--- config.mk ---
export PLATFORM = sky130hd
export DESIGN_NAME = shift_seq_ctrl
export DESIGN_NICKNAME = d
export VERILOG_FILES = /design/src/rtl/shift_seq_ctrl.sv
export SDC_FILE = /design/constraint.sdc
export NUM_CORES = 1
export LEC_CHECK = 0
export CAP_MARGIN = 10
export CORE_ASPECT_RATIO = 1.4
export CORE_MARGIN = 3
export CORE_UTILIZATION = 41
export DETAILED_ROUTE_END_ITERATION = 12
export PLACE_DENSITY = 0.67
export SLEW_MARGIN = 20
export SYNTH_ARGS = -nofsm -noshare
export SYNTH_HDL_FRONTEND = slang
export SYNTH_SLANG_ARGS = --single-unit
--- constraint.sdc ---
create_clock -name clk -period 3.72 [get_ports clk]
set_input_delay 0.93 -clock clk [delete_from_list [all_inputs] [get_ports clk]]
set_output_delay 0.93 -clock clk [all_outputs]
set_load 0.01 [all_outputs]
--- src/rtl/shift_seq_ctrl.sv ---
// Upstream sequencer for an (N+1)-bit bidirectional shift register. It takes a parallel
// word over valid/ready, streams it out serially, then pulses done for one cycle.
module shift_seq_ctrl #(
  parameter int N = 15
) (
  input  logic         clk,
  input  logic         rst_n,
  input  logic         load_valid,
  output logic         load_ready,
  input  logic [N:0]   load_data,
  input  logic         load_dir,
  input  logic         abort,
  output logic         shift_en,
  output logic         dir,
  output logic         d_in,
  output logic         busy,
  output logic         done,
  output logic [1:0]   fsm_state
);

  // Handshake: a word is taken on a rising edge where load_valid && load_ready are both
  // high. load_ready is high only in IDLE. While load_valid is high and load_ready is low,
  // upstream holds load_data and load_dir steady. load_valid does not depend on load_ready.

  typedef enum logic [1:0] {
    IDLE  = 2'd0,
    SHIFT = 2'd1,
    DONE  = 2'd2
  } state_t;

  localparam int CW = $clog2(N + 2);
  localparam logic [CW-1:0] LAST = CW'(N);

  state_t        state, state_nxt;
  logic [CW-1:0] count, count_nxt;
  logic [N:0]    word, word_nxt;
  logic          dir_nxt;
  logic          load_ready_nxt, shift_en_nxt, d_in_nxt, busy_nxt, done_nxt;
  logic [CW-1:0] bit_idx;
  logic          bit_sel;

  // Outputs are registered from next-state values, so the shift register sees each
  // bit on the edge right after it is launched.
  always_ff @(posedge clk) begin
    if (!rst_n) begin
      state      <= IDLE;
      count      <= '0;
      word       <= '0;
      dir        <= 1'b0;
      load_ready <= 1'b1;
      shift_en   <= 1'b0;
      d_in       <= 1'b0;
      busy       <= 1'b0;
      done       <= 1'b0;
    end else begin
      state      <= state_nxt;
      count      <= count_nxt;
      word       <= word_nxt;
      dir        <= dir_nxt;
      load_ready <= load_ready_nxt;
      shift_en   <= shift_en_nxt;
      d_in       <= d_in_nxt;
      busy       <= busy_nxt;
      done       <= done_nxt;
    end
  end

  always_comb begin
    state_nxt = state;
    count_nxt = count;
    word_nxt  = word;
    dir_nxt   = dir;
    unique case (state)
      IDLE: begin
        if (load_valid) begin
          state_nxt = SHIFT;
          count_nxt = '0;
          word_nxt  = load_data;
          dir_nxt   = load_dir;
        end
      end
      SHIFT: begin
        if (abort) begin
          state_nxt = IDLE;
        end else if (count == LAST) begin
          state_nxt = DONE;
        end else begin
          count_nxt = count + 1'b1;
        end
      end
      DONE: state_nxt = IDLE;
      default: state_nxt = IDLE;
    endcase
  end

  // Left shifts send the MSB first, right shifts the LSB first.
  always_comb begin
    bit_idx = dir_nxt ? count_nxt : (LAST - count_nxt);
    bit_sel = 1'b0;
    for (int i = 0; i <= N; i++) begin
      if (bit_idx == i[CW-1:0]) bit_sel = word_nxt[i];
    end
    load_ready_nxt = (state_nxt == IDLE);
    shift_en_nxt   = (state_nxt == SHIFT);
    busy_nxt       = (state_nxt != IDLE);
    done_nxt       = (state_nxt == DONE);
    d_in_nxt       = (state_nxt == SHIFT) ? bit_sel : 1'b0;
  end

  assign fsm_state = state;

endmodule

==> impl.org, run 1 <==
** Run status
- The run finished with clean final reports.

** Cells and area
- 0 antenna diodes ended up in the layout.
- Area growth syn-to-layout :: 27.3%
- At the end of the flow, the number of nets in the layout was 248.
- The layout has 357 filler cells.
- Excluding fillers, the count of instances in the completed layout stands at 269.
- In the final layout, the share of cells above drive strength 1 is 11.9%.
- Highest-count cells in the layout ignoring fill and taps :: sky130_fd_sc_hd__nand2_1 (29), sky130_fd_sc_hd__dfxtp_1 (29), sky130_fd_sc_hd__clkdlybuf4s50_1 (28)

** Power and ir drop
- Portion of total power attributed to combinational logic :: 18.5%
- For this design the static power due to leakage is 0.800 nW.
- The internal portion of the total power is 0.000566 W.
- Net switching share of the total power :: 26.1%
- The clock network is responsible for 37.3% of the overall power.
- Share of power burned in registers :: 44.2%
- Power spread over the standard cell area amounts to 360 nW/um^2.
- Net load switching power :: 0.000199 W
- The worst-case IR drop observed on VDD is 0.000225 V.

** STA
- After layout, the worst setup slack is 0.466 ns.
- After routing, the total negative slack on setup checks comes to 0 ns.
- Derived from the worst setup path, the maximum achievable clock frequency is 307 MHz.
- Max transition margin :: 44.9%
- After layout, the worst path uses 87.5% of the clock period.
- Setup repair after global routing left no endpoint under its margin.
- The routed design could run at a clock period as short as 3.25 ns.
- Setup violations remaining at the end of the flow were counted as 0.
- For the pin with the worst max-slew slack, the measured transition is 0.816 ns.
- Final slew viol count :: 0
- Final number of hold-violating endpoints :: 0
- On the final layout, the worst clock skew is 0.00233 ns.

** Worst setup path
- Data arrival time of the critical path :: 3.46 ns
- R2R Path Start :: count[0]$_SDFF_PN0_
- Together, buffers and inverters on the worst path number 1.
- Number of cells traversed by the worst register-to-register path :: 10
- The signal on the critical path passes through clkdlybuf4s50_1 > nor3b_2 > nand4_1 > a31o_2 > or4_1 > a21o_1 > a211oi_1 > o31ai_1 > o21ai_0.
- The worst setup path is launched from a primary input.
- CP required :: 3.93 ns
- Among cell families on the critical path, the largest total delay comes from simple AND/OR/NAND/NOR gates.
- Across all register-to-register paths, the minimum setup slack is 0.94 ns.
- Reg-to-reg critical path endpoint :: d_in$_SDFF_PN0_
- Master of the slowest instance on the critical path :: sky130_fd_sc_hd__or4_1
- The critical path in this run is classified as in2reg.
- Critical Path Fanout Max :: 10
- Crit-path max cell delay :: 0.54 ns
- Sort of element at the end of the critical path :: register

** Global routing
- Grt total ovfl :: 0
- Number of antenna violations at the first check in global routing :: 0
- GRT Util Overall :: 18.7%
- Maximum number of pins on one net before global-route repair :: 26
- The number of global-route vias before repair is 1582.
- The first global-routing pass estimated 7030 um of wire.

** Detailed routing
- The routed layout has 1556 vias.
- The first TritonRoute pass finished after 4 iterations.
- The routed design has 4170 um of wire.
- Dividing the detail-routed via count by the number of cells gives 5.78.
- The first routing iteration left 93 violations.
- Dividing the detail-routed wire length by the instance count gives 15.5 um.
- The count of nets left with antenna violations once routing finished came out at 0.
- After detailed routing, the number of remaining DRC violations is 0.

** Placement
- Pre-CTS WS :: 0.192 ns
- Final Wtd Congestion :: 0.826
- Count of buffers from port buffering :: 28
- Including well taps, the total number of placed cells is 261.
- The wire-length estimate of the detail-placed layout is 3090 um.

** Synth
- For this run, the number of Yosys warnings is 0.
- The synthesized netlist contains 47 unique library cells.
- Top cell type by total area after synthesis :: sky130_fd_sc_hd__dfxtp_1
- After synthesis, flip-flops and latches occupy 34.8% of the total area.
- After technology mapping, the gate count stands at 194.
- Post-synthesis instance area :: 1670 sq um
- In this run, synthesis inferred 0 flip-flops with an integrated enable.
- Most instantiated flip-flop cell in the synthesis netlist :: sky130_fd_sc_hd__dfxtp_1
- Async SR Flop Fraction :: 0%
- When the netlist entered floorplanning its net count stood at 216.
- Yosys attributes the largest share of cell area to sky130_fd_sc_hd__dfxtp_1 (35%), sky130_fd_sc_hd__mux2i_1 (9.6%), sky130_fd_sc_hd__nand2_1 (6.5%).
- Of the post-synthesis cell area, the dominant cell type holds 34.8%.
- Flop and latch count out of synthesis :: 29
- Avg Synthesized Cell Area :: 8.61 sq um

** Clock network
- Clock latency on the worst-skew pair :: 0.28 ns
- TritonCTS clock tree :: built
- The clock tree synthesis step divided the H-tree into 2 levels.
- The clock net in this run drives a total of 29 sinks.
- Buffers inserted during clock tree synthesis total 5.
- Once the clock tree was built, the resizer swapped 0 gates to a different size.
- Max Root-Sink Buffers :: 2
- The root buffer cell chosen for the clock tree is sky130_fd_sc_hd__clkbuf_8.
- Post-CTS setup repair buffer count :: 0
- For this design, the CTS-stage hold fixing added 0 buffers.
- Clock edge transition at the registers on the reported setup and hold paths :: 0.06 ns

** Die
- Core region area :: 3770 sq um
- Top-Level Pins :: 29
- In this run the core area contains 26 standard-cell rows.
- Die width :: 59.9 um
- For this configuration, the core starts out at a cell density of 44.3%.
- In this run the vertical extent of the chip is 81.5 um.
- Die Outline Area :: 4890 sq um

** Flow run
- Across the run, the number of max-cap violations was 0.

** Hold path
- Worst hold path type :: reg2reg
- Worst Hold Depth :: 2
- Start point of the worst hold path :: word[15]$_SDFF_PN0_
- Worst Hold Endpoint :: word[15]$_SDFF_PN0_
-- metrics by stage --
step | utilization [%] | hold slack, ns | total power, W | instance area [sq um]
2_1_floorplan | - | 0.443 | 0.000427 | 1670
3_3_place_gp | 53.7 | 0.453 | 0.000481 | 2030
3_5_place_dp | 53.7 | 0.461 | 0.000487 | 2030
4_1_cts | 56.4 | 0.470 | 0.000772 | 2130
5_1_grt | 56.4 | 0.503 | 0.000798 | 2130
6_report | 56.4 | 0.464 | 0.000765 | 2130
-- Yosys cell counts (2+ instances only) --
master / count
sky130_fd_sc_hd__a211oi_1: 4
sky130_fd_sc_hd__a21boi_0: 14
sky130_fd_sc_hd__a21o_1: 3
sky130_fd_sc_hd__a21oi_1: 7
sky130_fd_sc_hd__a31o_2: 2
sky130_fd_sc_hd__a31oi_1: 2
sky130_fd_sc_hd__and2_1: 5
sky130_fd_sc_hd__and3_1: 5
sky130_fd_sc_hd__clkbuf_1: 10
sky130_fd_sc_hd__dfxtp_1: 29
sky130_fd_sc_hd__inv_1: 2
sky130_fd_sc_hd__mux2i_1: 16
sky130_fd_sc_hd__nand2_1: 29
sky130_fd_sc_hd__nand3_1: 2
sky130_fd_sc_hd__nand4_1: 2
sky130_fd_sc_hd__nand4b_1: 2
sky130_fd_sc_hd__nor2_1: 8
sky130_fd_sc_hd__nor2b_1: 8
sky130_fd_sc_hd__nor3_1: 2
sky130_fd_sc_hd__nor3b_1: 3
sky130_fd_sc_hd__nor4b_1: 2
sky130_fd_sc_hd__o21ai_0: 8
sky130_fd_sc_hd__o31ai_1: 2
sky130_fd_sc_hd__xnor2_1: 4
-- worst reg2reg max path, cell delays in order, from the launching register on --
cell and delay (ns):
sky130_fd_sc_hd__dfxtp_1 0.54, sky130_fd_sc_hd__ha_1 0.29, sky130_fd_sc_hd__nor2b_1 0.18, sky130_fd_sc_hd__mux2i_1 0.25, sky130_fd_sc_hd__o221ai_2 0.15, sky130_fd_sc_hd__buf_4 0.19, sky130_fd_sc_hd__or4_1 0.52, sky130_fd_sc_hd__a21o_1 0.20
sky130_fd_sc_hd__a211oi_1 0.20, sky130_fd_sc_hd__o31ai_1 0.10, sky130_fd_sc_hd__o21ai_0 0.10
-- metal layers --
metal | wire [um] | vias up | share of wire [%] | global-route usage (%)
met2 | 2240 | 33 | 54 | 32.7
met4 | 61 | 0 | 1.5 | 7.32
li1 | - | 774 | - | -
met1 | 1700 | 742 | 41 | 22.4
met3 | 175 | 7 | 4.2 | 2.83
met5 | 0 | - | 0 | 0
-- power groups by stage --
stage / sequential (W) / combinational (W) / clock, W
after floorplan: 0.000342 / 0.0000851 / 0
after detailed placement: 0.000345 / 0.000142 / 0
after global placement: 0.000344 / 0.000138 / 0
after CTS: 0.000338 / 0.000143 / 0.000292
final: 0.000338 / 0.000142 / 0.000285
after global routing: 0.000340 / 0.000156 / 0.000303
-- kinds of logic after synthesis --
family | Yosys count | share of synthesized area (%)
and+or+nand+nor | 75 | 24.3
AOI/OAI and AO/OA | 56 | 25.5
DFF | 29 | 34.8
muxes | 16 | 9.59
buffers and inverters | 13 | 3.00
xor gates and xnor gates | 4 | 2.10
adders and majority gates | 1 | 0.749
-- area by class of cell --
| class | count | area, sq um | area share (%) |
|---|---|---|---|
| inverter | 2 | 7.51 | 0.353 |
| multi-input combinational | 152 | 1040 | 49.1 |
| tap | 42 | 52.6 | 2.47 |
| clock buffer | 7 | 96.3 | 4.53 |
| timing repair buffer | 36 | 340 | 16.0 |
| sequential | 29 | 581 | 27.3 |
| clock inverter | 1 | 5.00 | 0.235 |
-- flip-flops by register name, summed over array words and instances, names as in the netlist --
signal	cells
done	1
count	5
load_ready	1
fsm_state	2
word	16
shift_en	1
d_in	1
busy	1
dir	1
-- worst max path at each step --
| stage | from | end | depth (start not counted) |
|---|---|---|---|
| floorplan | abort | d_in$_SDFF_PN0_ | 7 |
| detailed placement | abort | d_in$_SDFF_PN0_ | 9 |
| global route | abort | d_in$_SDFF_PN0_ | 9 |
| CTS | abort | d_in$_SDFF_PN0_ | 9 |
| global placement | abort | d_in$_SDFF_PN0_ | 9 |
| finish | abort | d_in$_SDFF_PN0_ | 9 |
No activity file was read; power rests on OpenSTA's default activity.
==> run 2, diff against run 1 <==
Settings changed: CORE_UTILIZATION 41 to 52, PLACE_DENSITY 0.67 to 0.81.
==> impl.org, run 2 (same netlist as run 1, synthesis figures left out) <==
** STA
- The number of hold violations in the final report was 0 (unchanged).
- Max frequency :: 311 MHz (was 307 MHz)
- The worst setup slack after layout came to 0.506 ns (was 0.466 ns).
- RSZ-0062 raised after global routing: no (unchanged).
- Number of endpoints failing setup at the final stage :: 0 (unchanged)
- The relative slew slack was 63.3% (was 44.9%).
- Final slew viol count :: 0 (unchanged)
- The final critical path time including I/O delays and setup came to 3.21 ns (was 3.25 ns).
- The share of the clock period used by the worst path was 86.4% (was 87.5%).
- Fin Setup TNS :: 0 ns (unchanged)
- Layout Skew :: 0.00423 ns (was 0.00233 ns)
- The worst-margin pin slew was 0.546 ns (was 0.816 ns).

** Global routing
- The initial antenna violation count came to 0 (unchanged).
- The wire length of the first global-routing pass was 6580 um (was 7030 um).
- GRT Util Overall :: 22.7% (was 18.7%)
- Grt total ovfl :: 0 (unchanged)
- The pin count of the biggest net entering global routing is 27 (was 26).
- The number of global-route vias before repair is 1471 (was 1582).

** Worst setup path
- The data required time at the worst endpoint was 3.88 ns (was 3.93 ns).
- Critical Path Start Type :: primary input (unchanged)
- Sort of element at the end of the critical path :: register (unchanged)
- The critical path class was in2reg (unchanged).
- The origin of the worst setup path is abort (unchanged).
- The arrival time at the worst endpoint came to 3.38 ns (was 3.46 ns).
- The depth of the worst register-to-register path is 10 (unchanged).
- The setup slack of the worst register-to-register path is 1.01 ns (was 0.94 ns).
- The maximum net fanout on the critical path was 9 (was 10).
- R2R Path Start :: count[0]$_SDFF_PN0_ (unchanged)

** Clock network
- Post-CTS setup repair buffer count :: 0 (unchanged)
- Clock latency on the worst-skew pair :: 0.28 ns (about the same)
- The H-tree depth reported by CTS was 2 (unchanged).
- Quantity of hold-fixing buffers added after cts :: 0 (unchanged)
- Post-CTS resize count :: 0 (unchanged)
- The clock sink total was 29 (unchanged).
- TritonCTS clock tree :: built (unchanged)
- The clock transition at the registers of the reported paths is 0.06 ns (about the same).
- The root cell of the clock tree is sky130_fd_sc_hd__clkbuf_8 (unchanged).
- The deepest clock path buffer count came to 2 (unchanged).
- Clock buffer count from CTS :: 5 (unchanged)

** Power and ir drop
- The cell area power density came to 358 nW/um^2 (was 360 nW/um^2).
- The highest ir drop seen on vdd is 0.000315 V (was 0.000225 V).
- Total power consumption of the routed design :: 0.000763 W (was 0.000765 W)
- The leakage component of the power came to 0.806 nW (was 0.800 nW).

** Detailed routing
- Routed WL :: 3990 um (was 4170 um)
- The met3 layer wire length in the routed design came to 160 um (was 175 um).
- The post-route met1 wirelength is 1550 um (was 1700 um).
- Total vias in the final route :: 1561 (was 1556)
- The remaining antenna violation count was 0 (unchanged).
- The number of optimization iterations in the first detailed-route pass was 4 (unchanged).
- The remaining design rule violation count was 0 (unchanged).
- Detailed-route wire length per cell :: 15.0 um (was 15.5 um)
- The per-cell via count in the routed design was 5.89 (was 5.78).
- The detailed route wirelength on metal2 was 2160 um (was 2240 um).
- Iter 0 DRT Violations :: 68 (was 93)
- The highest metal layer with signal wires was met4 (unchanged).

** Hold path
- The depth of the worst hold-timing path is 2 (unchanged).
- The launch instance of the worst min-delay path is word[13]$_SDFF_PN0_ (was word[15]$_SDFF_PN0_).
- Worst hold path type :: reg2reg (unchanged)

** Die
- The die area was 3940 sq um (was 4890 sq um).
- The I/O pin count is 29 (unchanged).
- Initial cell density of the core :: 56.4% (was 44.3%)
- FP Rows :: 23 (was 26)
- The height of the die is 73.1 um (was 81.5 um).
- Die width :: 53.9 um (was 59.9 um)
- Core region area :: 2960 sq um (was 3770 sq um)

** Cells and area
- Register ranked first by flip-flop count :: word (unchanged)
- Max FFs per register :: 16 (unchanged)
- The number of diodes added for antenna fixing came to 0 (unchanged).
- Area growth syn-to-layout :: 27.4% (was 27.3%)
- The number of nets in the layout was 249 (was 248).
- Highest-count cells in the layout ignoring fill and taps: sky130_fd_sc_hd__nand2_1 (29), sky130_fd_sc_hd__dfxtp_1 (29), sky130_fd_sc_hd__clkdlybuf4s50_1 (28) (unchanged).
- Fillers :: 234 (was 357)
- The fraction of layout cells with a size suffix above 1 came to 12.3% (was 11.9%).
- The number of standard cells in the layout, taps in and fillers out is 265 (was 269).

** Placement
- The count of port buffers added during placement came to 28 (unchanged).
- Final Wtd Congestion :: 0.866 (was 0.826)
- Cell Count Post-Placement :: 257 (was 261)
- The worst setup timing slack at the placement stage is 0.189 ns (was 0.192 ns).
- Estimated wirelength of the detail-placed design :: 2900 um (was 3090 um)

** Flow run
- Max Cap Violations :: 0 (unchanged)

** Run status
- Result of the run :: finished, final reports clean (unchanged)
-- run 2: changes by cell type in the layout (fill, tap and decap cells not counted) --
cell and delta:
sky130_fd_sc_hd__buf_4 +1
-- run 2: worst paths after layout --
check,end
min,word[13]$_SDFF_PN0_
min reg2reg,word[13]$_SDFF_PN0_
max reg2reg,d_in$_SDFF_PN0_
max,d_in$_SDFF_PN0_
-- run 2: layout make-up --
class	count	area [sq um]	share of cell area [%]
flip-flops and latches	29	581	27.3
clock buffers	7	96.3	4.53
well taps	37	46.3	2.18
repair buffers	37	348	16.3
clock inverters	1	5.00	0.235
multi-input cells	152	1040	49.1
inverters	2	7.51	0.353
-- run 2: routing by layer --
layer | track usage (%) | vias up
met4 | 11.4 | 0
met1 | 24.7 | 737
met2 | 39.8 | 31
met3 | 4.91 | 11
met5 | 0 | -
li1 | - | 782
-- run 2: stage by stage --
step,hold WS (ns),util [%],cell area (sq um)
final,0.467,71.8,2130
after global routing,0.500,71.8,2130
after CTS,0.471,71.8,2130
after detailed placement,0.463,68.4,2030
after global placement,0.450,68.4,2030
after floorplan,0.443,-,1670
-- run 2: critical path: stages --
cell	delay [ns]
sky130_fd_sc_hd__clkdlybuf4s50_1	0.46
sky130_fd_sc_hd__or3b_4	0.42
sky130_fd_sc_hd__o21ai_0	0.45
sky130_fd_sc_hd__a31oi_4	0.24
sky130_fd_sc_hd__o31ai_1	0.14
sky130_fd_sc_hd__a21o_1	0.16
sky130_fd_sc_hd__o221ai_1	0.10
sky130_fd_sc_hd__a222oi_1	0.34
sky130_fd_sc_hd__o21ai_0	0.13
-- run 2: power breakdown --
part	leakage [nW]	switching, W	internal (W)
clock network	0.0542	0.000118	0.000167
registers	0.238	0.0000113	0.000326
logic	0.514	0.0000680	0.0000724
==> run 3, diff against run 2 <==
Settings changed: ABC_AREA set to 1, CORE_UTILIZATION 52 to 51, PLACE_DENSITY 0.81 to 0.8.
==> impl.org, run 3 <==
** Cells and area
- Register ranked first by flip-flop count :: word (unchanged)
- N_diodes :: 0 (unchanged)
- Leading cell type in the layout, fill and taps excluded :: sky130_fd_sc_hd__nand2_1
- The fraction of layout cells with a size suffix above 1 came to 18.8% (was 12.3%).
- Highest-count cells in the layout ignoring fill and taps: sky130_fd_sc_hd__nand2_1 (35), sky130_fd_sc_hd__nor2_1 (29), sky130_fd_sc_hd__dfxtp_1 (29) (was sky130_fd_sc_hd__nand2_1 (29), sky130_fd_sc_hd__dfxtp_1 (29), sky130_fd_sc_hd__clkdlybuf4s50_1 (28)).
- The share of the core filled with cells in the final layout came to 69.4% (was 71.8%).
- The area growth from synthesis to final layout is 24.4% (was 27.4%).
- The number of nets in the layout came to 261 (was 249).
- Max FFs per register :: 16 (unchanged)

** Worst setup path
- The arrival time at the worst endpoint is 3.11 ns (was 3.38 ns).
- The critical path class was in2reg (unchanged).
- The startpoint kind of the worst setup timing path was a primary input (unchanged).
- CP required :: 3.95 ns (was 3.88 ns)
- The kind of end point of the critical path is a register (unchanged).
- Critical Path Fanout Max :: 8 (was 9)

** Die
- The I/O pin count is 29 (unchanged).
- The height of the die came to 70.9 um (was 73.1 um).
- FP Rows :: 22 (was 23)
- The initial core utilization was 55.8% (was 56.4%).
- Die Outline Area :: 3710 sq um (was 3940 sq um)
- The area inside the core boundary came to 2750 sq um (was 2960 sq um).
- Die width :: 52.4 um (was 53.9 um)

** Global routing
- Number of antenna violations at the first check in global routing :: 0 (unchanged)
- Vias in the first global route :: 1327 (was 1471)
- The global router's overall resource usage was 19.9% (was 22.7%).
- Global-route wire length before repair :: 5520 um (was 6580 um)
- The pin count of the biggest net entering global routing was 17 (was 27).
- Grt total ovfl :: 0 (unchanged)

** Synth
- The library cell with the largest summed area after synthesis was sky130_fd_sc_hd__dfxtp_1 (unchanged).
- Post-synthesis instance area :: 1540 sq um (was 1670 sq um)
- Largest cells by area after synthesis: sky130_fd_sc_hd__dfxtp_1 (38%), sky130_fd_sc_hd__nand2_1 (8.6%), sky130_fd_sc_hd__mux2i_1 (7.8%) (was sky130_fd_sc_hd__dfxtp_1 (35%), sky130_fd_sc_hd__mux2i_1 (9.6%), sky130_fd_sc_hd__nand2_1 (6.5%)).
- The most used flip-flop cell after synthesis was sky130_fd_sc_hd__dfxtp_1 (unchanged).
- The synthesized flop and latch total came to 29 (unchanged).
- Most repeated cell in the gate-level netlist after synthesis :: sky130_fd_sc_hd__nand2_1
- Async SR Flop Fraction :: 0% (unchanged)
- Top post-synthesis cells by count :: sky130_fd_sc_hd__nand2_1 (35), sky130_fd_sc_hd__dfxtp_1 (29), sky130_fd_sc_hd__nor2_1 (29) (was sky130_fd_sc_hd__dfxtp_1 (29), sky130_fd_sc_hd__nand2_1 (29), sky130_fd_sc_hd__mux2i_1 (16))
- The share of synthesized area occupied by flip-flops and latches was 37.8% (was 34.8%).
- Net count after synthesis :: 228 (was 216)
- The post-synthesis average cell area came to 7.45 sq um (was 8.61 sq um).
- Synth warn :: 0 (unchanged)
- Post-synth top area share :: 37.8% (was 34.8%)
- The number of enable-type register cells in the synthesized netlist was 0 (unchanged).
- Synth cell types :: 25 (was 47)
- Post-synthesis instance total :: 206 (was 194)

** STA
- Final slew viol count :: 0 (unchanged)
- The achievable frequency is 347 MHz (was 311 MHz).
- Final worst slack :: 0.840 ns (was 0.506 ns)
- Minimum clock period after layout :: 2.88 ns (was 3.21 ns)
- Number of endpoints failing setup at the final stage :: 0 (unchanged)
- RSZ-0062 raised after global routing: no (unchanged).
- Fin Setup TNS :: 0 ns (unchanged)
- The worst-margin pin slew is 0.369 ns (was 0.546 ns).
- Period Utilization, post-route :: 77.4% (was 86.4%)
- Max transition margin :: 75.2% (was 63.3%)
- The number of hold violations in the final report was 0 (unchanged).
- The largest clock skew in the final design was 0.00481 ns (was 0.00423 ns).

** Hold path
- The type of the most critical hold path is reg2reg (unchanged).

** Power and ir drop
- The leakage component of the power was 0.913 nW (was 0.806 nW).
- VDD IR-drop max :: 0.000314 V (was 0.000315 V)
- Power per cell area :: 359 nW/um^2 (was 358 nW/um^2)

** Detailed routing
- The final wirelength is 3230 um (was 3990 um).
- # DRC :: 0 (unchanged)
- The number of optimization iterations in the first detailed-route pass is 4 (unchanged).
- The remaining antenna violation count was 0 (unchanged).
- The DRC marker count from the first detailed-route iteration came to 32 (was 68).
- Detailed-route wire length per cell :: 11.7 um (was 15.0 um)
- The per-cell via count in the routed design is 5.07 (was 5.89).
- Total vias in the final route :: 1399 (was 1561)

** Clock network
- The post-cts gate resize count was 0 (unchanged).
- Post-CTS setup repair buffer count :: 0 (unchanged)
- The root cell of the clock tree is sky130_fd_sc_hd__clkbuf_4 (was sky130_fd_sc_hd__clkbuf_8).
- Max Root-Sink Buffers :: 2 (unchanged)
- H-tree Lvls :: 2 (unchanged)
- Clock latency on the worst-skew pair :: 0.32 ns (was 0.28 ns)
- The number of buffers created by CTS is 5 (unchanged).
- Clock edge transition at the registers on the reported setup and hold paths :: 0.09 ns (was 0.06 ns)
- The clock sink total came to 29 (unchanged).
- The quantity of hold-fixing buffers added after cts came to 0 (unchanged).
- The clock tree from TritonCTS was built (unchanged).

** Flow run
- The number of max-cap violations is 0 (unchanged).

** Placement
- Pre-CTS WS :: 0.529 ns (was 0.189 ns)
- Estimated wirelength of the detail-placed design :: 2550 um (was 2900 um)
- The global placer's final weighted congestion came to 0.998 (was 0.866).
- The count of port buffers added during placement is 28 (unchanged).

** Run status
- Result of the run: finished, final reports clean (unchanged).
[run 3: logic make-up (layout without fill, tap and decap cells)]
family	count (synthesis)	count (layout)	synth area share [%]
buffers and inverters	29	63	7.25
adders and majority gates	1	1	0.815
and+or+nand+nor	120	120	40.7
muxes	12	12	7.82
AOI/OAI and AO/OA	15	15	5.62
DFF	29	29	37.8
[run 3: power breakdown]
group | total, W | internal [W] | leakage (nW) | switching (W)
Combinational | 0.000177 | 0.0000774 | 0.642 | 0.0000995
Sequential | 0.000334 | 0.000328 | 0.238 | 0.00000622
Clock | 0.000175 | 0.0000717 | 0.0320 | 0.000103
Total | 0.000686 | 0.000477 | 0.913 | 0.000209
[run 3: per-layer routing]
| layer | GRT usage (%) | part of all wire, % | vias to the layer above | wire, um |
|---|---|---|---|---|
| met3 | 5.68 | 4.1 | 13 | 132 |
| met5 | 0 | 0 | - | 0 |
| li1 | - | - | 727 | - |
| met4 | 11.4 | 4.1 | 0 | 134 |
| met1 | 20.9 | 39 | 625 | 1260 |
| met2 | 34.0 | 53 | 34 | 1710 |
[run 3: final cells by class]
class	instances	area, sq um
clock inverters	2	10.0
multi-input cells	148	843
well taps	36	45.0
flip-flops and latches	29	581
clock buffers	6	41.3
fillers	253	843
repair buffers	30	295
inverters	25	93.8
[run 3: final timing paths]
kind,startpoint,endpoint,slack (ns),cells after the start
setup / recovery,load_valid,d_in$_SDFF_PN0_,0.84,20
setup reg to reg,count[0]$_SDFF_PN0_,d_in$_SDFF_PN0_,1.36,20
hold reg to reg,word[10]$_SDFF_PN0_,word[10]$_SDFF_PN0_,0.49,2
hold / removal,word[10]$_SDFF_PN0_,word[10]$_SDFF_PN0_,0.49,2
[run 3: per-stage QoR]
step	instances	area, sq um	hold WS, ns	total power, W
3_3_place_gp	268	1860	0.471	0.000515
6_report	276	1910	0.492	0.000686
4_1_cts	276	1910	0.502	0.000694
3_5_place_dp	268	1860	0.482	0.000518
5_1_grt	276	1910	0.533	0.000729
2_1_floorplan	206	1540	0.452	0.000461
[run 3: critical path: stages]
cell and delay (ns):
sky130_fd_sc_hd__clkdlybuf4s50_1 0.48, sky130_fd_sc_hd__nand2_2 0.18, sky130_fd_sc_hd__nand2_1 0.16, sky130_fd_sc_hd__o21ai_4 0.11
sky130_fd_sc_hd__inv_2 0.13, sky130_fd_sc_hd__nand2_1 0.08, sky130_fd_sc_hd__nand2_2 0.09, sky130_fd_sc_hd__inv_2 0.05
sky130_fd_sc_hd__nor2_2 0.15, sky130_fd_sc_hd__nand2_1 0.07, sky130_fd_sc_hd__nand2_1 0.06, sky130_fd_sc_hd__a21oi_1 0.05
sky130_fd_sc_hd__nand2_1 0.07, sky130_fd_sc_hd__nand4_1 0.07, sky130_fd_sc_hd__nor2_1 0.10, sky130_fd_sc_hd__nand4_1 0.09
sky130_fd_sc_hd__nand2_1 0.07, sky130_fd_sc_hd__nand3_1 0.07, sky130_fd_sc_hd__nand2_1 0.06, sky130_fd_sc_hd__inv_1 0.04
